`src/rtl/uart_pkg.sv`:
```
// uart_pkg: shared UART types and baud-rate helpers
package uart_pkg;
    typedef enum logic [1:0] {PAR_NONE, PAR_ODD, PAR_EVEN} parity_e;
    typedef enum logic [2:0] {RX_IDLE, RX_START, RX_DATA, RX_PARITY, RX_STOP, RX_BREAK} rx_state_e;
    typedef enum logic [2:0] {TX_IDLE, TX_START, TX_DATA, TX_PARITY, TX_STOP} tx_state_e;

    function automatic int tick_div(int clk_hz, int baud, int oversample);
        return clk_hz / (baud * oversample);
    endfunction

    function automatic int clk_per_bit(int clk_hz, int baud);
        return clk_hz / baud;
    endfunction
endpackage

```
`src/rtl/sync_fifo.sv`:
```
// sync_fifo: first-word fall-through FIFO with wrap-bit pointers
module sync_fifo #(
    parameter int WIDTH = 8,
    parameter int DEPTH = 16
) (
    input  logic             clk,
    input  logic             rst,
    input  logic             wr_en,
    input  logic [WIDTH-1:0] wr_data,
    output logic             full,
    input  logic             rd_en,
    output logic [WIDTH-1:0] rd_data,
    output logic             empty
);
    localparam int AW = $clog2(DEPTH);

    logic [WIDTH-1:0] mem [DEPTH];
    logic [AW:0]      wr_ptr, rd_ptr;
    logic             wr_ok, rd_ok;

    assign empty   = wr_ptr == rd_ptr;
    assign full    = wr_ptr == {~rd_ptr[AW], rd_ptr[AW-1:0]};
    assign rd_data = mem[rd_ptr[AW-1:0]];
    assign rd_ok   = rd_en && !empty;
    // a pop in the same cycle frees the slot being written
    assign wr_ok   = wr_en && (!full || rd_ok);

    always_ff @(posedge clk)
        if (wr_ok) mem[wr_ptr[AW-1:0]] <= wr_data;

    always_ff @(posedge clk or posedge rst)
        if (rst) begin
            wr_ptr <= '0;
            rd_ptr <= '0;
        end else begin
            if (wr_ok) wr_ptr <= wr_ptr + 1'b1;
            if (rd_ok) rd_ptr <= rd_ptr + 1'b1;
        end
endmodule

```
`src/rtl/uart_echo_fifo.sv`:
```
// uart_echo_fifo: UART transceiver with oversampling RX, TX and an RX FIFO that can echo into TX
module uart_echo_fifo
    import uart_pkg::*;
#(
    parameter int CLK_HZ     = 100_000_000,
    parameter int BAUD       = 9600,
    parameter int OVERSAMPLE = 16,
    parameter int DATA_BITS  = 8,
    parameter int PARITY     = 0,
    parameter int STOP_BITS  = 1,
    parameter int FIFO_DEPTH = 16
) (
    input  logic                 clk,
    input  logic                 rst,
    input  logic                 rx,
    output logic                 tx,
    input  logic                 echo_en,
    input  logic [DATA_BITS-1:0] tx_data,
    input  logic                 tx_valid,
    output logic                 tx_ready,
    output logic [DATA_BITS-1:0] rx_data,
    output logic                 rx_valid,
    input  logic                 rx_ready,
    output logic                 frame_err,
    output logic                 parity_err,
    output logic                 overflow
);
    localparam int DIV = tick_div(CLK_HZ, BAUD, OVERSAMPLE);
    localparam int CPB = clk_per_bit(CLK_HZ, BAUD);
    localparam int DW  = $clog2(DIV + 1);
    localparam int OW  = $clog2(OVERSAMPLE);
    localparam int CW  = $clog2(CPB);
    localparam int BW  = $clog2(DATA_BITS);
    localparam parity_e PAR = PARITY == 1 ? PAR_ODD : PARITY == 2 ? PAR_EVEN : PAR_NONE;
    localparam logic [BW-1:0] LAST_BIT  = BW'(DATA_BITS - 1);
    localparam logic [BW-1:0] LAST_STOP = BW'(STOP_BITS - 1);
    localparam logic [OW-1:0] OS_MID    = OW'(OVERSAMPLE / 2 - 1);
    localparam logic [OW-1:0] OS_END    = OW'(OVERSAMPLE - 1);

    rx_state_e            rx_state, rx_next;
    logic                 rx_s1, rx_s2, rx_par, rx_push, rx_tick, rx_mid, par_bad;
    logic [DW-1:0]        div_cnt;
    logic [OW-1:0]        os_cnt;
    logic [BW-1:0]        rx_bit;
    logic [DATA_BITS-1:0] rx_shift;
    logic                 fifo_full, fifo_empty, fifo_rd;

    assign rx_tick  = div_cnt == DW'(DIV - 1);
    // first sample lands mid start bit, then one full bit apart
    assign rx_mid   = rx_tick && os_cnt == (rx_state == RX_START ? OS_MID : OS_END);
    assign par_bad  = PAR != PAR_NONE && ((^rx_shift ^ rx_par) != (PAR == PAR_ODD));
    assign rx_valid = !fifo_empty && !echo_en;

    always_comb begin
        rx_next = rx_state;
        case (rx_state)
            RX_IDLE:   if (!rx_s2) rx_next = RX_START;
            RX_START:  if (rx_mid) rx_next = rx_s2 ? RX_IDLE : RX_DATA;
            RX_DATA:   if (rx_mid && rx_bit == LAST_BIT) rx_next = PAR == PAR_NONE ? RX_STOP : RX_PARITY;
            RX_PARITY: if (rx_mid) rx_next = RX_STOP;
            RX_STOP:   if (rx_mid) rx_next = rx_s2 ? RX_IDLE : RX_BREAK;
            RX_BREAK:  if (rx_s2) rx_next = RX_IDLE;
            default:   rx_next = RX_IDLE;
        endcase
    end

    always_ff @(posedge clk or posedge rst)
        if (rst) begin
            rx_s1      <= 1'b1;
            rx_s2      <= 1'b1;
            rx_state   <= RX_IDLE;
            div_cnt    <= '0;
            os_cnt     <= '0;
            rx_bit     <= '0;
            rx_shift   <= '0;
            rx_par     <= 1'b0;
            rx_push    <= 1'b0;
            frame_err  <= 1'b0;
            parity_err <= 1'b0;
        end else begin
            rx_s1      <= rx;
            rx_s2      <= rx_s1;
            rx_state   <= rx_next;
            rx_push    <= 1'b0;
            frame_err  <= 1'b0;
            parity_err <= 1'b0;
            if (rx_state == RX_IDLE) begin
                div_cnt <= '0;
                os_cnt  <= '0;
                rx_bit  <= '0;
            end else begin
                div_cnt <= rx_tick ? '0 : div_cnt + 1'b1;
                if (rx_tick) os_cnt <= rx_mid ? '0 : os_cnt + 1'b1;
            end
            if (rx_mid && rx_state == RX_DATA) begin
                rx_shift <= {rx_s2, rx_shift[DATA_BITS-1:1]};
                rx_bit   <= rx_bit + 1'b1;
            end
            if (rx_mid && rx_state == RX_PARITY) rx_par <= rx_s2;
            if (rx_mid && rx_state == RX_STOP) begin
                frame_err  <= !rx_s2;
                parity_err <= par_bad;
                rx_push    <= rx_s2 && !par_bad;
            end
        end

    tx_state_e            tx_state, tx_next;
    logic [CW-1:0]        tx_cnt;
    logic [BW-1:0]        tx_bit;
    logic [DATA_BITS-1:0] tx_shift, tx_src;
    logic                 tx_par, tx_pop, tx_go, tx_end;

    assign tx_ready = tx_state == TX_IDLE && !echo_en;
    assign tx_pop   = tx_state == TX_IDLE && echo_en && !fifo_empty;
    assign tx_go    = tx_pop || (tx_ready && tx_valid);
    assign tx_src   = echo_en ? rx_data : tx_data;
    assign tx_end   = tx_cnt == CW'(CPB - 1);
    assign tx       = tx_state == TX_START ? 1'b0 : tx_state == TX_DATA ? tx_shift[0] :
                      tx_state == TX_PARITY ? tx_par : 1'b1;
    assign fifo_rd  = tx_pop || (rx_valid && rx_ready);
    assign overflow = rx_push && fifo_full && !fifo_rd;

    always_comb begin
        tx_next = tx_state;
        case (tx_state)
            TX_IDLE:   if (tx_go) tx_next = TX_START;
            TX_START:  if (tx_end) tx_next = TX_DATA;
            TX_DATA:   if (tx_end && tx_bit == LAST_BIT) tx_next = PAR == PAR_NONE ? TX_STOP : TX_PARITY;
            TX_PARITY: if (tx_end) tx_next = TX_STOP;
            TX_STOP:   if (tx_end && tx_bit == LAST_STOP) tx_next = TX_IDLE;
            default:   tx_next = TX_IDLE;
        endcase
    end

    always_ff @(posedge clk or posedge rst)
        if (rst) begin
            tx_state <= TX_IDLE;
            tx_cnt   <= '0;
            tx_bit   <= '0;
            tx_shift <= '0;
            tx_par   <= 1'b0;
        end else begin
            tx_state <= tx_next;
            if (tx_state == TX_IDLE) begin
                tx_cnt <= '0;
                tx_bit <= '0;
                if (tx_go) begin
                    tx_shift <= tx_src;
                    tx_par   <= ^tx_src ^ (PAR == PAR_ODD);
                end
            end else begin
                tx_cnt <= tx_end ? '0 : tx_cnt + 1'b1;
                if (tx_end) begin
                    tx_bit <= tx_next != tx_state ? '0 : tx_bit + 1'b1;
                    if (tx_state == TX_DATA) tx_shift <= tx_shift >> 1;
                end
            end
        end

    sync_fifo #(.WIDTH(DATA_BITS), .DEPTH(FIFO_DEPTH)) u_fifo (
        .clk     (clk),
        .rst     (rst),
        .wr_en   (rx_push),
        .wr_data (rx_shift),
        .full    (fifo_full),
        .rd_en   (fifo_rd),
        .rd_data (rx_data),
        .empty   (fifo_empty)
    );
endmodule
```
`config.mk`:
```
export PLATFORM = sky130hd
export DESIGN_NAME = uart_echo_fifo
export DESIGN_NICKNAME = d
export VERILOG_FILES = /design/src/rtl/uart_pkg.sv /design/src/rtl/sync_fifo.sv /design/src/rtl/uart_echo_fifo.sv
export SDC_FILE = /design/constraint.sdc
export NUM_CORES = 1
export LEC_CHECK = 0
export BUFFER_PORTS_ARGS = -buffer_cell sky130_fd_sc_hd__buf_2
export CELL_PAD_IN_SITES_DETAIL_PLACEMENT = 1
export CELL_PAD_IN_SITES_GLOBAL_PLACEMENT = 2
export CORE_AREA = 3 3 141 143
export CTS_CLUSTER_DIAMETER = 40
export DETAILED_ROUTE_END_ITERATION = 10
export DIE_AREA = 0 0 144 146
export GPL_ROUTABILITY_DRIVEN = 0
export GPL_TIMING_DRIVEN = 0
export PLACE_DENSITY_LB_ADDON = 0.08
export SLEW_MARGIN = 0
export SYNTH_ARGS = -nofsm -noshare
export SYNTH_HDL_FRONTEND = slang
export SYNTH_SLANG_ARGS = --single-unit
```
`constraint.sdc`:
```
create_clock -name clk -period 7.1 [get_ports clk]
set_clock_uncertainty 0.2 [all_clocks]
set_input_delay 0.71 -clock clk [delete_from_list [all_inputs] [get_ports clk]]
set_output_delay 0.71 -clock clk [all_outputs]
set_load 0.005 [all_outputs]
```
==> metrics <==
syn_nets=665; GRT Util Overall=19.6%; antenna violations before repair=0; Initial Util=47.6%; number of max-slew violations in the final report=0; critical path startpoint category=flop; wire length per cell=21.1 microns; TritonCTS buffer count=17; Syn Inst Count=637; Worst VDD drop=0.000236 V; Power Density=310 mW/mm^2; path depth of the worst reg2reg path=6; Setup Fix Bufs, Post-CTS=0; Hold Path Class=in2async; number of antenna diodes=0; first-pass GRT wire length=31300 microns; Hold-fix buffers, CTS=0; Unique masters post-synth=64; delay-heaviest family, CP=simple AND/OR/NAND/NOR gates; ys async rst share=35.7%; met2 wire len=9930 microns; Die Y-Extent=146 microns; EDFF count, synth=128; Max Fclk=0.259 GHz; Final #Nets=711; PortBufs=26; largest family of logic cells by synthesized area=multiplexers; Worst-Margin Slew=1230 ps; Post-DP HPWL=13100 microns; final setup fails=0; Resized cells post-CTS=0; routed wire length=19700 microns; routed vias=5129; First-pass DRT Iterations=4; Worst path max stage delay=1010 ps; top_reg_cell synth=edfxtp_1; RSZ-0062 raised after global routing=no; mux cell area share after synthesis=10.5%; Top Layer Used=met4; synth warn=0; outcome=complete, no violations; Synth area leaders=edfxtp_1 43%, dfrtp_1 19%, mux2i_1 4.4%, mux4_2 3.8%, nor2_1 3.1%; total die area=0.0210 sq mm; H-tree Lvls=4; area grow syn2layout=12.1%; leading area contributor after synthesis=edfxtp_1; CP Data Arrival Time=3700 ps; Post-Synth Simple-Gate Area=9.94%; IO Pins=28; die width=144 microns; Yosys reg bits=199; largest net degree at the start of global routing=40; period utilization=54.3%; row count=50; CTS Buffer Depth=2; Mean Syn Cell Area=14.0 sq um; crit path max-delay cell type=nor3_1; most frequent cell after synthesis=edfxtp_1; DRT antenna net count=0; layout cells sized above 1=19.3%; drt via density=5.52; wire length on met3=618 microns; leakage power=4.20 nW; Critical path buffers and inverters=1; max_cap viols=0; Yosys top cell area share=43.2%; Max-slew headroom=17.3%; worst path cell trace=clkbuf_1 -> nor3_2 -> mux2i_1 -> a31oi_1 -> nand2_1 -> nor3_1; Post-Synth XOR/XNOR Area=5.27%; Core Region=0.0187 sq mm; CTS sink cnt=199; Clk Latency, worst-skew pair=440 ps; aggregate global routing overflow=0; vias in the first global route=5559; crit-path max FO=9; final hold slack=76.5 ps; Worst-path clk slew=80 ps; Hold Violations, Final=0; most instantiated cells after synthesis=128 x edfxtp_1, 74 x nor2_1, 69 x dfrtp_1, 43 x nand2_1, 39 x mux2i_1; TritonCTS clock tree=done; sequential fraction of the synthesis area=63.2%; min Tclk post-route=3860 ps; length of routed wiring on met1=8980 microns; Crit. End Element=flop; starting DRC count in detailed routing=329; WP data required=6950 ps; Synth Area in Adders=1.97%; setup TNS=0 ps; instance count on the critical path=6; Synth Area in Compound Gates=6.10%; root buf cell=clkbuf_16; synthesized area=0.00890 sq mm; Setup Crit Path Kind=reg2reg; Residual DRC=0
[routing by layer]
layer,vias up,GRT usage (%)
li1,2402,-
met5,-,0
met3,11,3.58
met4,0,4.14
met1,2646,27.2
met2,70,32.3
[final timing paths]
path | startpoint | to | slack, ps
worst max-delay path | tx_state[2]$_DFF_PP0_ | u_fifo.mem[3][5]$_DFFE_PP_ | 3240
worst min-delay path | rst | tx_cnt[5]$_DFF_PP0_ | 80
worst max register to register | tx_state[2]$_DFF_PP0_ | u_fifo.mem[3][5]$_DFFE_PP_ | 3240
min in group clk | rx_s1$_DFF_PP1_ | rx_s2$_DFF_PP1_ | 160
worst min register to register | rx_s1$_DFF_PP1_ | rx_s2$_DFF_PP1_ | 160
max in group asynchronous | rst | rx_s1$_DFF_PP1_ | 5990
[power breakdown]
part / switching [mW] / total (mW) / internal (mW)
combinational: 0.470 / 0.842 / 0.372
clock: 0.491 / 1.01 / 0.515
sequential: 0.0144 / 1.25 / 1.24
[cells in the final DEF (no fill, tap or decap), types with 5 or more instances in the layout]
cell and instances:
a21oi_1 10, a221oi_2 9, a22oi_1 5, buf_2 29
buf_4 5, buf_6 8, clkbuf_1 13, clkbuf_16 17
dfrtp_1 69, edfxtp_1 128, ha_1 14, inv_1 14
inv_8 5, mux2_2 14, mux2i_1 39, mux4_2 15
nand2_1 43, nand2b_1 8, nand3_1 11, nor2_1 74
nor3_1 6, o21ai_0 23, xnor2_1 24, xor2_1 27
[area by class of cell]
class,instances,area [sq um]
clock inverters,15,199
fillers,1843,8720
well taps,234,293
flip-flops and latches,199,5620
clock buffers,17,425
repair buffers,27,150
multi-input cells,391,3020
inverters,15,58.8
plain buffers,32,214
[registers in the layout, indices dropped and copies added (netlist names), 3 cells and up]
name,count
rx_bit,3
rx_state,3
tx_bit,3
os_cnt,4
tx_state,3
u_fifo.wr_ptr,5
tx_shift,8
div_cnt,10
rx_shift,8
tx_cnt,14
u_fifo.mem,128
u_fifo.rd_ptr,5
[kinds of logic (layout without fill, tap and decap cells)]
group | after synthesis | after routing
multiplexers | 71 | 71
flip-flops | 199 | 199
AND/OR/NAND/NOR | 181 | 181
AO/OA/AOI/OAI | 72 | 72
adder cells (fa/ha/maj) | 14 | 14
other | 1 | 1
XOR/XNOR | 52 | 52
buffers and inverters | 47 | 106
[per-stage QoR]
| step | power [mW] | setup slack (ps) | instance area [sq um] | instances | util [%] |
|---|---|---|---|---|---|
| 3_5_place_dp | 2.12 | 2810 | 9350 | 898 | 50.0 |
| 5_1_grt | 3.24 | 2960 | 9980 | 930 | 53.4 |
| 4_1_cts | 3.13 | 3180 | 9980 | 930 | 53.3 |
| 6_report | 3.10 | 3240 | 9980 | 930 | 53.4 |
| 3_3_place_gp | 2.11 | 2910 | 9330 | 897 | 49.9 |
| 2_1_floorplan | 1.89 | 4060 | 8900 | 637 | - |
[worst reg2reg max path, stage by stage (launching register included)]
cell and delay [ps]:
dfrtp_1 360, clkbuf_1 190, nor3_2 440, mux2i_1 200, a31oi_1 720, nand2_1 350, nor3_1 1010
Power figures use the tool's default switching activity.
